## src/rtl/scanline_pingpong_ram_if.sv

```systemverilog
// Bus bundle for scanline_pingpong_ram: two write ports, two read ports and
// the bank-swap control. master drives requests, slave is the RAM.
interface scanline_pingpong_ram_if #(
  parameter int DATA_W = 8,
  parameter int ADDR_W = 5
);
  logic              wr_enA;
  logic [ADDR_W-1:0] wr_addrA;
  logic [DATA_W-1:0] wr_dataA;
  logic              wr_enB;
  logic [ADDR_W-1:0] wr_addrB;
  logic [DATA_W-1:0] wr_dataB;
  logic              rd_enA;
  logic [ADDR_W-1:0] rd_addrA;
  logic [DATA_W-1:0] rd_dataA;
  logic              rd_hitA;
  logic              rd_enB;
  logic [ADDR_W-1:0] rd_addrB;
  logic [DATA_W-1:0] rd_dataB;
  logic              rd_hitB;
  logic              swap;
  logic              swap_done;
  logic              front_sel;
  logic              back_full;

  modport master (
    output wr_enA, wr_addrA, wr_dataA, wr_enB, wr_addrB, wr_dataB,
    output rd_enA, rd_addrA, rd_enB, rd_addrB, swap,
    input  rd_dataA, rd_hitA, rd_dataB, rd_hitB, swap_done, front_sel, back_full
  );

  modport slave (
    input  wr_enA, wr_addrA, wr_dataA, wr_enB, wr_addrB, wr_dataB,
    input  rd_enA, rd_addrA, rd_enB, rd_addrB, swap,
    output rd_dataA, rd_hitA, rd_dataB, rd_hitB, swap_done, front_sel, back_full
  );
endinterface

```

## src/rtl/scanline_pingpong_ram.sv

```systemverilog
// Double-buffered scanline store: writes fill the back bank, registered reads
// scan the front bank, and a swap exchanges them while invalidating the new back.
module scanline_pingpong_ram #(
  parameter int              DATA_W = 8,
  parameter int              DEPTH  = 20,
  parameter int              ADDR_W = 5,
  parameter logic [DATA_W-1:0] FILL = '0
) (
  input logic                   clk,
  input logic                   reset,
  scanline_pingpong_ram_if.slave bus
);

  localparam int unsigned DEPTH_U = DEPTH;

  logic [DATA_W-1:0] mem   [2][DEPTH];
  logic [DEPTH-1:0]  valid [2];

  logic              frontSel;
  logic              backSel;
  logic [DATA_W-1:0] rdDataA, rdDataB;
  logic              rdHitA, rdHitB;
  logic              swapDone;
  logic              backFull;

  logic              wrOkA, wrOkB;
  logic              hitNextA, hitNextB;
  logic [DATA_W-1:0] dataNextA, dataNextB;

  function automatic logic inRange(input logic [ADDR_W-1:0] a);
    return 32'(a) < DEPTH_U;
  endfunction

  assign backSel = ~frontSel;
  assign wrOkA   = bus.wr_enA && inRange(bus.wr_addrA);
  assign wrOkB   = bus.wr_enB && inRange(bus.wr_addrB);

  always_comb begin
    hitNextA  = 1'b0;
    hitNextB  = 1'b0;
    dataNextA = FILL;
    dataNextB = FILL;
    if (inRange(bus.rd_addrA) && valid[frontSel][bus.rd_addrA]) begin
      hitNextA  = 1'b1;
      dataNextA = mem[frontSel][bus.rd_addrA];
    end
    if (inRange(bus.rd_addrB) && valid[frontSel][bus.rd_addrB]) begin
      hitNextB  = 1'b1;
      dataNextB = mem[frontSel][bus.rd_addrB];
    end
  end

  // Payload is never reset; the valid bits mask whatever is left in it.
  always_ff @(posedge clk) begin
    if (!reset) begin
      if (wrOkA) mem[backSel][bus.wr_addrA] <= bus.wr_dataA;
      if (wrOkB) mem[backSel][bus.wr_addrB] <= bus.wr_dataB;
    end
  end

  always_ff @(posedge clk) begin
    if (reset) begin
      frontSel <= 1'b0;
      valid[0] <= '0;
      valid[1] <= '0;
      rdDataA  <= FILL;
      rdDataB  <= FILL;
      rdHitA   <= 1'b0;
      rdHitB   <= 1'b0;
      swapDone <= 1'b0;
      backFull <= 1'b0;
    end else begin
      backFull <= &valid[backSel];
      swapDone <= bus.swap;
      if (bus.rd_enA) begin
        rdDataA <= dataNextA;
        rdHitA  <= hitNextA;
      end
      if (bus.rd_enB) begin
        rdDataB <= dataNextB;
        rdHitB  <= hitNextB;
      end
      if (wrOkA) valid[backSel][bus.wr_addrA] <= 1'b1;
      if (wrOkB) valid[backSel][bus.wr_addrB] <= 1'b1;
      // Writes land in the old back bank, which is the one that becomes front.
      if (bus.swap) begin
        frontSel        <= ~frontSel;
        valid[frontSel] <= '0;
      end
    end
  end

  assign bus.rd_dataA  = rdDataA;
  assign bus.rd_hitA   = rdHitA;
  assign bus.rd_dataB  = rdDataB;
  assign bus.rd_hitB   = rdHitB;
  assign bus.swap_done = swapDone;
  assign bus.front_sel = frontSel;
  assign bus.back_full = backFull;

endmodule

```

## src/flat_wrapper.sv

```systemverilog
// flat-port wrapper written by rule: the top's interface ports become plain ports
module scanline_pingpong_ram_flat 
#(
  parameter int              DATA_W = 8,
  parameter int              DEPTH  = 20,
  parameter int              ADDR_W = 5,
  parameter logic [DATA_W-1:0] FILL = '0
)
  (clk, reset, bus_wr_enA, bus_wr_addrA, bus_wr_dataA, bus_wr_enB, bus_wr_addrB, bus_wr_dataB, bus_rd_enA, bus_rd_addrA, bus_rd_enB, bus_rd_addrB, bus_swap, bus_rd_dataA, bus_rd_hitA, bus_rd_dataB, bus_rd_hitB, bus_swap_done, bus_front_sel, bus_back_full);
  scanline_pingpong_ram_if #(.DATA_W(DATA_W), .ADDR_W(ADDR_W)) bus_i ();
  input logic clk;
  input logic reset;
  input wire logic [$bits(bus_i.wr_enA)-1:0] bus_wr_enA;
  input wire logic [$bits(bus_i.wr_addrA)-1:0] bus_wr_addrA;
  input wire logic [$bits(bus_i.wr_dataA)-1:0] bus_wr_dataA;
  input wire logic [$bits(bus_i.wr_enB)-1:0] bus_wr_enB;
  input wire logic [$bits(bus_i.wr_addrB)-1:0] bus_wr_addrB;
  input wire logic [$bits(bus_i.wr_dataB)-1:0] bus_wr_dataB;
  input wire logic [$bits(bus_i.rd_enA)-1:0] bus_rd_enA;
  input wire logic [$bits(bus_i.rd_addrA)-1:0] bus_rd_addrA;
  input wire logic [$bits(bus_i.rd_enB)-1:0] bus_rd_enB;
  input wire logic [$bits(bus_i.rd_addrB)-1:0] bus_rd_addrB;
  input wire logic [$bits(bus_i.swap)-1:0] bus_swap;
  output wire logic [$bits(bus_i.rd_dataA)-1:0] bus_rd_dataA;
  output wire logic [$bits(bus_i.rd_hitA)-1:0] bus_rd_hitA;
  output wire logic [$bits(bus_i.rd_dataB)-1:0] bus_rd_dataB;
  output wire logic [$bits(bus_i.rd_hitB)-1:0] bus_rd_hitB;
  output wire logic [$bits(bus_i.swap_done)-1:0] bus_swap_done;
  output wire logic [$bits(bus_i.front_sel)-1:0] bus_front_sel;
  output wire logic [$bits(bus_i.back_full)-1:0] bus_back_full;
  assign bus_i.wr_enA = bus_wr_enA;
  assign bus_i.wr_addrA = bus_wr_addrA;
  assign bus_i.wr_dataA = bus_wr_dataA;
  assign bus_i.wr_enB = bus_wr_enB;
  assign bus_i.wr_addrB = bus_wr_addrB;
  assign bus_i.wr_dataB = bus_wr_dataB;
  assign bus_i.rd_enA = bus_rd_enA;
  assign bus_i.rd_addrA = bus_rd_addrA;
  assign bus_i.rd_enB = bus_rd_enB;
  assign bus_i.rd_addrB = bus_rd_addrB;
  assign bus_i.swap = bus_swap;
  assign bus_rd_dataA = bus_i.rd_dataA;
  assign bus_rd_hitA = bus_i.rd_hitA;
  assign bus_rd_dataB = bus_i.rd_dataB;
  assign bus_rd_hitB = bus_i.rd_hitB;
  assign bus_swap_done = bus_i.swap_done;
  assign bus_front_sel = bus_i.front_sel;
  assign bus_back_full = bus_i.back_full;
  scanline_pingpong_ram #(.DATA_W(DATA_W), .DEPTH(DEPTH), .ADDR_W(ADDR_W), .FILL(FILL)) u_core (.clk(clk), .reset(reset), .bus(bus_i));
endmodule
```

## config.mk

```make
export PLATFORM = sky130hd
export DESIGN_NAME = scanline_pingpong_ram_flat
export DESIGN_NICKNAME = d
export VERILOG_FILES = /design/src/rtl/scanline_pingpong_ram_if.sv /design/src/rtl/scanline_pingpong_ram.sv /design/src/flat_wrapper.sv
export SDC_FILE = /design/constraint.sdc
export NUM_CORES = 1
export LEC_CHECK = 0
export CAP_MARGIN = 15
export CORE_UTILIZATION = 42
export DETAILED_ROUTE_END_ITERATION = 10
export GPL_ROUTABILITY_DRIVEN = 1
export SLEW_MARGIN = 10
export SYNTH_ARGS = -nofsm -noshare
export SYNTH_HDL_FRONTEND = slang
export SYNTH_SLANG_ARGS = --single-unit
export TNS_END_PERCENT = 50
```

## constraint.sdc

```tcl
create_clock -name clk -period 7 [get_ports clk]
set_input_delay 0.7 -clock clk [delete_from_list [all_inputs] [get_ports clk]]
set_output_delay 0.7 -clock clk [all_outputs]
set_load 0.1 [all_outputs]
```

==> flow_summary.yaml <==
floorplanning:
  die_h_um: 221
  core_area_mm2: 0.0470
  fp-row-count: 79
  start_util_pct: 43.0
  die_area_mm2: 0.0489
  die_w_um: 221
  pin_count: 64
grt:
  grt_pass1_vias: 12914
  grt_overflow: 0
  grt_pass1_wl_um: 90500
  antenna_found_initial: 1
  grt_max_degree: 104
  grt_util_all_layers_pct: 25.8
placed_design:
  portBuffers: 63
  dp_hpwl_um: 42700
  dp_cells: 1893
  gp_congestion: 0.986
worst_setup_path:
  worstPathRequired_ns: 7.18
  criticalPathCategory: "in -> reg"
  cp.arrival_ns: 3.87
  end_kind: "register"
  ff2ff_setup_slack_ns: 3.64
  cp_max_fo: 26
  startpoint_type: "primary input"
finish:
  multi_input_area_mm2: 0.00870
  final_cells: 1971
  area_delta_synth_final_pct: 11.7
  fillers: 4014
  final_layout_size_suffix_gt1_share_pct: 31.5
  seqCellArea_mm2: 0.0109
  antenna_cells: 0
  nets: 1375
power:
  p_int_uw: 4040
  peakVddDrop_mv: 0.169
  power_frac_clock_pct: 41.8
  power_density_mw_per_mm2: 237
  power_frac_comb_pct: 11.6
  finalPower_uw: 5350
  seqPwrFrac_pct: 46.6
  switching_share_pct: 24.4
  switchingPower_uw: 1310
  power.leakage_uw: 0.00758
route:
  drt-vias-per-instance: 6.60
  wl_per_cell_um: 32.2
  drtIter0Drc: 1630
  ant_nets: 0
  vias: 13004
  drt_first_pass_iters: 6
  routed_wl_um: 63500
  drc: 0
synthesis:
  syn_avg_cell_area_um2: 15.4
  synth_seq_cells: 382
  yosysTopAreaCell: "edfxtp_1"
  netlist_instances: 1310
  synth_top_area_share_pct: 47.6
  syn_nets: 1353
  synth-seq-area-share_pct: 53.8
  async_flop_share_pct: 0
  syn_area_mm2: 0.0202
  synth-warning-count: 0
  synth.top_cells.by_area: "edfxtp_1, mux4_2, mux2_2"
  synth_edf_count: 320
  dominantRegCellSynth: "edfxtp_1"
  synth_cell_types: 61
clock_tree:
  clk_pin_slew_worst_paths_ns: 0.06
  cts_tree: "built"
  post_cts_resize_count: 0
  cts_sinks: 382
  root_buffer: "clkbuf_16"
  post-cts-setup-buffers: 0
  cts_buffers: 43
  clock_path_buffers: 3
  clk_latency_ns: 0.57
  hold_buffers: 0
  htreeDepth: 2
run:
  drv_cap: 0
sta:
  hold_violations: 0
  rsz0062_at_grt: "no"
  setup_viol: 0
  max_freq_mhz: 272
  slew_headroom_pct: 20.5
  period_share_pct: 52.6
  period_needed_ns: 3.68
  skew_ns: 0.0189
  maxSlewViolCount: 0
  fin_setup_tns_ns: 0
  worst_pin_slew_ns: 1.19
  whs_ns: 0.485
hold_path:
  hp-class: "reg -> reg"
outcome:
  outcome: "complete, no violations"
## cell families after synthesis
family | share of synthesized area (%)
xor+xnor | 0.0434
mux | 31.1
flops | 53.8
compound gates | 6.39
buf+inv | 3.14
simple gates | 5.52
## synthesized netlist by cell type, types with 11 or more instances
library cell and number:
nor2b_1 24, mux2i_1 68, a211oi_1 17, a21o_1 42, edfxtp_1 320, dfxtp_1 62, o22ai_1 11, nand4_1 14
nor2_1 39, o21ai_0 14, nand2_1 57, buf_2 25, nand2b_1 12, buf_4 16, mux2_2 178, clkbuf_1 62
nand3_1 11, mux4_2 148, and2_1 22, a21oi_1 44
## layout make-up
type,instances,share of cell area (%)
clock buffer,51,4.91
clock inverter,26,1.13
inverter,9,0.150
multi-input combinational,806,38.6
sequential,382,48.1
tap,607,3.37
timing repair buffer,90,3.72
## per-layer routing
layer | GRT usage (%) | part of all wire [%]
met5 | 0 | 0
met4 | 10.0 | 3.7
met3 | 4.05 | 8.2
met2 | 41.2 | 47
met1 | 35.6 | 41
## power by group through the flow
| stage | combinational (uW) | sequential, uW | clock, uW |
|---|---|---|---|
| floorplan | 408 | 2550 | 0 |
| global placement | 606 | 2540 | 0 |
| detailed placement | 611 | 2540 | 0 |
| CTS | 613 | 2490 | 2250 |
| global route | 645 | 2490 | 2330 |
| finish | 619 | 2490 | 2240 |
## through the flow
step           utilization (%)  cell area [um2]  setup slack, ns
2_1_floorplan                -            20200             4.18
3_3_place_gp              45.1            21200             2.91
3_5_place_dp              45.1            21200             2.85
4_1_cts                   48.0            22500             3.44
5_1_grt                   48.0            22500             3.21
6_report                  48.0            22500             3.32
## state kept, by name, summed over array words and instances (netlist names), named ones only
register	cells
u_core.valid	40
u_core.bus.rd_dataB	8
u_core.bus.rd_hitA	1
u_core.mem	320
u_core.bus.swap_done	1
u_core.bus.rd_hitB	1
u_core.bus.back_full	1
u_core.bus.front_sel	1
u_core.bus.rd_dataA	8
## worst max-delay path: stages
cell and delay [ns]:
clkdlybuf4s50_1 0.40, buf_4 0.24, nand2b_1 0.21, or4_1 0.51
nor2b_1 0.90, a21oi_1 0.18, nor2_1 0.68
## path summary, 6_finish.rpt
kind                                         end  depth (start not counted)                     startpoint
max reg2reg  u_core.bus.rd_dataA[2]$_SDFFE_PP0P_                          7                       register
min                u_core.valid[0][7]$_SDFF_PP0_                          1  u_core.valid[0][7]$_SDFF_PP0_
max                 u_core.mem[0][141]$_DFFE_PP_                          7                          reset
min reg2reg        u_core.valid[0][7]$_SDFF_PP0_                          1  u_core.valid[0][7]$_SDFF_PP0_
## cell usage in the layout (no fill, tap or decap), drive strengths merged, types with 4 or more instances in the layout
cell type / n
mux2: 178
clkdlybuf4s50: 59
nand2b: 12
o22ai: 11
and2: 22
a21o: 42
buf: 31
a21oi: 44
o211ai: 7
a221o: 5
dfxtp: 62
nand4: 14
mux4: 158
o21ai: 18
nand2: 57
nand3b: 4
inv: 10
nor2: 40
nor3: 11
bufinv: 5
nor2b: 24
nand3: 11
a221oi: 5
clkbuf: 51
edfxtp: 320
a22oi: 9
mux2i: 68
clkinv: 18
a211oi: 17
Power figures use the tool's default switching activity.
==> patch 1, RTL diff (same settings) <==
`ADDR_W` is set to 5 in 3 places; all go to 4.
--- a/src/rtl/scanline_pingpong_ram_if.sv
+++ b/src/rtl/scanline_pingpong_ram_if.sv
@@ -4,3 +4,3 @@
   parameter int DATA_W = 8,
-  parameter int ADDR_W = 5
+  parameter int ADDR_W = 4
 );
--- a/src/rtl/scanline_pingpong_ram.sv
+++ b/src/rtl/scanline_pingpong_ram.sv
@@ -5,3 +5,3 @@
   parameter int              DEPTH  = 20,
-  parameter int              ADDR_W = 5,
+  parameter int              ADDR_W = 4,
   parameter logic [DATA_W-1:0] FILL = '0
--- a/src/flat_wrapper.sv
+++ b/src/flat_wrapper.sv
@@ -5,3 +5,3 @@
   parameter int              DEPTH  = 20,
-  parameter int              ADDR_W = 5,
+  parameter int              ADDR_W = 4,
   parameter logic [DATA_W-1:0] FILL = '0
Ports: changed (resized bus_rd_addrA, bus_rd_addrB, bus_wr_addrA and bus_wr_addrB); port bits go from 64 to 60. No check against the original RTL was run, so the function may have changed too.
==> patch 1 against the unedited design <==
  * Setup slack got worse by 0.095 ns
  * Non-clock buffer count fell by 21
  * Power fell by 17%
  * Routed wire length decreased by 21%
  * Synthesized area fell by 20%
  * Maximum frequency shrank 2.5%
  * Sequential cell count down 73
  * Final cell count down 19%
  * Die area down 20%
  * Cell area is 19% lower
  * Clock skew shrank 0.0026 ns
==> patch 1: results (changes against the unedited design) <==
* Total CTS buffers at 35 (-19%)
* Skew-Pair Late Insertion Delay at 0.52 ns (-0.05 ns)
* VDD IR max at 0.152 mV (-10%)
* Total wire length at 50000 um (-21%)
* Layout fillers at 3229 (-20%)
* First-pass GRT wire length at 71500 um (-21%)
* Final Skew at 0.0164 ns (-0.00255 ns)
* CP Max Fanout at 27 (+3.8%)
* Max stage delay on crit path at 1.00 ns (+0.10 ns)
* Leakage at 6.30 nW (-17%)
* Met3 Track Usage GR at 4.91% (+0.86 points)
* WP data arrival at 3.91 ns (+0.04 ns)
* Synth unique cells at 52 (-15%)
* Vias per inst at 6.35 (-3.7%)
* Initial antenna violation count at 2 (+1)
* Total GRT Usage at 26.0% (+0.21 points)
* Share of cells above drive strength 1 at 29.1% (-2.4 points)
* Register area share after synthesis at 54.2% (+0.44 points)
* Grt met2 use at 41.6% (+0.35 points)
* FF-to-FF setup slack at 3.60 ns (-0.04 ns)
* R2R cell count at 6 (-1)
* Port-buffer cells at 58 (-7.9%)
* Status: finished clean
* Hpwl dp at 33700 um (-21%)
* Pre-Repair DR Iteration Count at 8 (+2)
## patch 1: changes by cell type in the layout (fill, tap and decap cells not counted), moves of 13 or more
cell,unedited run,this run
nand4_1,14,1
edfxtp_1,320,256
mux2_2,178,128
mux2i_1,68,95
buf_4,29,12
nor2b_1,24,10
mux4_2,148,115
a21oi_1,43,17
## patch 1: stage by stage
stage / power [mW] / cells / setup WS (ns) / utilization [%] / hold slack [ns]
after floorplan: 2.43 / 1035 / 4.45 / - / 0.435
after global placement: 2.60 / 1536 / 2.84 / 45.1 / 0.453
after detailed placement: 2.60 / 1536 / 2.78 / 45.1 / 0.455
after CTS: 4.46 / 1599 / 3.32 / 48.1 / 0.474
after global routing: 4.56 / 1599 / 3.14 / 48.1 / 0.488
final: 4.45 / 1600 / 3.22 / 48.1 / 0.469
## patch 1: area by class of cell
type	instances	area, sq um	share of cell area, %
multi-input cells	643	6930	38.1
flip-flops and latches	309	8750	48.2
clock inverters	16	181	0.998
well taps	511	639	3.52
clock buffers	47	983	5.41
repair buffers	69	671	3.69
inverters	4	15.0	0.0826
diodes	1	2.50	0.0138
## patch 1: how the worst min path moves through the flow
stage / from / to / depth (start not counted)
floorplan: u_core.valid[0][12] / u_core.valid[0][12] / 1
global placement: u_core.valid[1][10] / u_core.valid[1][10] / 1
detailed placement: u_core.valid[1][10] / u_core.valid[1][10] / 1
CTS: u_core.bus.rd_hitB / u_core.bus.rd_hitB / 2
global route: u_core.bus.rd_dataA[3] / u_core.bus.rd_dataA[3] / 2
finish: u_core.bus.rd_hitB / u_core.bus.rd_hitB / 2
## patch 1: cell families after synthesis
kind of cell              Yosys count  share of synthesized area, %
DFF                               309                          54.2
buffers and inverters              83                          2.88
xor gates and xnor gates            1                        0.0543
other                               1                        0.0232
and+or+nand+nor                   155                          4.91
AOI/OAI and AO/OA                 142                          6.07
muxes                             344                          31.9
## patch 1: layer usage
layer  share of wire [%]  wire length (um)
met2                  47             23700
met1                  42             20800
met4                 3.1              1580
met3                 8.0              4000
met5                   0                 0
## patch 1: power groups by stage
stage,logic (mW),registers (mW),clock network [mW]
2_1_floorplan,0.329,2.10,0
3_3_place_gp,0.522,2.08,0
3_5_place_dp,0.526,2.08,0
4_1_cts,0.528,2.04,1.89
5_1_grt,0.557,2.04,1.96
6_report,0.534,2.04,1.87
## patch 1: worst max-delay path, delay by kind of cell
| kind | cells | cell delay (ns) |
|---|---|---|
| buffers and inverters | 2 | 0.64 |
| AOI/OAI and AO/OA | 1 | 0.27 |
| and+or+nand+nor | 3 | 2.26 |
==> patch 2, RTL diff (config.mk and constraints unchanged) <==
Without the edit above. Make the reset (`reset`) asynchronous in one clocked block.
--- a/src/rtl/scanline_pingpong_ram.sv
+++ b/src/rtl/scanline_pingpong_ram.sv
@@ -60,3 +60,3 @@
 
-  always_ff @(posedge clk) begin
+  always_ff @(posedge clk or posedge reset) begin
     if (reset) begin
Check against the original RTL: not equivalent (a bounded check fails within 4 cycles, from zero or initial values and one cycle with reset high; the reset may be asserted at any time).
==> patch 2 against the unedited design <==
  * Synthesized cell count up 2.5%
  * Critical endpoint is now bus_front_sel
  * Highest routed layer is now met5
  * First-iteration DRC count up 9.9%
  * Setup slack better by 0.061 ns
  * Routed wire length grew 0.27%
  * Utilization is 0.19 points lower
  * Cell area rose by 1.7%
  * Synthesized area rose by 1.8%
  * Via count rose by 1.5%
  * Sequential cell count is 1 lower
Power is not compared: it rests on default switching activity, and its combinational part moved more than twofold at a synthesized area within 25%.
==> patch 2: results (changes against the unedited design) <==
* Status: finished clean
* Vias per inst at 6.58 (-0.24%)
* Total CTS buffers at 42 (-2.3%)
* Reg-to-Reg Start: u_core.bus.front_sel
* Worst Hold Launch: u_core.bus.rd_hitA
* Skew-Pair Late Insertion Delay at 0.58 ns
* Share of cells above drive strength 1 at 31.8% (+0.27 points)
* Total GRT Usage at 25.9% (+0.082 points)
* Leading cell types by total area after synthesis: edfxtp_1 47%, mux4_2 20%, mux2_2 8.7%
* Max stage delay on crit path at 1.27 ns (+0.37 ns)
* R2r endpoint: u_core.bus.rd_dataA[5]
* Max clock buf depth at 3 (unchanged)
* Pre-CTS WS at 2.93 ns (+0.0868 ns)
* Synth unique cells at 52 (-15%)
* Largest net degree at the start of global routing at 106 (+1.9%)
* Leakage at 7.51 nW
* Dpl cells at 1928 (+1.8%)
* Total wire length at 63700 um (+0.27%)
* VDD IR max at 0.236 mV
* # resized after CTS at 0 (unchanged)
* Wire per inst at 31.7 um (-1.4%)
* Slowest CP cell: clkdlybuf4s50_1
* Final Skew at 0.0213 ns (+0.00234 ns)
* CTS root buf: clkbuf_16
* Pre-Repair DR Iteration Count at 5 (-1)
* Hold Path Sink: u_core.bus.rd_hitA
* FF-to-FF setup slack at 3.82 ns (+0.18 ns)
* ANT cells at 0 (unchanged)
* Drt first-iter violations at 1791 (+9.9%)
* Asr flop ratio synth at 16.0% (+16 points)
* Initial antenna violation count at 3 (+2)
* Ys Warns at 0 (unchanged)
* First-pass GRT wire length at 91800 um (+1.4%)
* WP data arrival at 2.92 ns (-0.95 ns)
* Port-buffer cells at 63 (unchanged)
* Register area share after synthesis at 54.2% (+0.46 points)
* R2R cell count at 6 (-1)
* Max-slew headroom at 21.1% (+0.65 points)
* Hold Crit Class: reg2reg
* Vias in the first global route at 12970 (+0.43%)
* NumNets Final at 1400 (+1.8%)
* CP Max Fanout at 101 (+290%)
* Critical path type: reg2out
* Fmax at 276 MHz (+1.7%)
* Hpwl dp at 43100 um (+0.90%)
* Hold Crit Depth at 2 (+1)
* Most instantiated cells after synthesis: 320 x edfxtp_1, 180 x mux4_2, 159 x mux2_2
* Post-Syn Area per Cell at 15.3 sq um (-0.74%)
* Placer Congestion at 0.929 (-5.7%)
-- patch 2: changes by cell type after synthesis, sizes merged, moves of 18 or more --
| cell | change |
|---|---|
| dfxtp | -62 |
| dfrtp | +61 |
| nor2 | +48 |
| a21o | -42 |
| inv | +29 |
| o21ai | +23 |
| a21oi | +22 |
| mux4 | +22 |
| and2 | -18 |
-- patch 2: metrics by stage --
| step | instance area, sq um | hold slack [ns] | utilization, % |
|---|---|---|---|
| after global placement | 21600 | 0.480 | 45.0 |
| final | 22900 | 0.488 | 47.8 |
| after global routing | 22900 | 0.537 | 47.8 |
| after detailed placement | 21600 | 0.484 | 45.0 |
| after floorplan | 20500 | 0.514 | - |
| after CTS | 22900 | 0.498 | 47.8 |
-- patch 2: metal layers --
metal | global-route usage, % | vias up | share of wire [%]
li1 | - | 5450 | -
met4 | 7.45 | 2 | 2.6
met1 | 36.3 | 6901 | 41
met2 | 41.3 | 750 | 47
met3 | 4.90 | 93 | 8.9
met5 | 0 | - | 0.020
-- patch 2: cells by family after synthesis --
group | Yosys count | share of synthesized area, %
simple gates | 218 | 5.33
flops | 381 | 54.2
xor+xnor | 1 | 0.0427
buf+inv | 156 | 3.41
mux | 403 | 31.6
compound gates | 184 | 5.38
-- patch 2: layout make-up --
class	instances	area [sq um]
clock buffers	53	1160
clock inverters	24	195
fillers	4076	25000
inverters	39	146
multi-input cells	806	8700
flip-flops and latches	381	11100
well taps	615	769
repair buffers	87	826
-- patch 2: power groups by stage --
stage	Sequential, mW	Clock (mW)	Combinational [mW]
5_1_grt	2.62	2.31	1.96
2_1_floorplan	2.74	0	1.32
4_1_cts	2.61	2.22	1.86
3_5_place_dp	2.65	0	1.86
6_report	2.61	2.20	1.86
3_3_place_gp	2.65	0	1.84
-- patch 2: worst max-delay path by stage --
stage / endpoint / cells past startpoint
2_1_floorplan: u_core.mem[0][10] / 6
3_3_place_gp: u_core.mem[0][27] / 6
3_5_place_dp: u_core.mem[0][29] / 6
4_1_cts: bus_front_sel / 2
5_1_grt: bus_front_sel / 2
6_report: bus_front_sel / 2
-- patch 2: worst max-delay path: cells and delay by family (launching register included) --
family | cells | cell delay [ns]
buffers and inverters | 2 | 1.80
DFF | 1 | 0.52
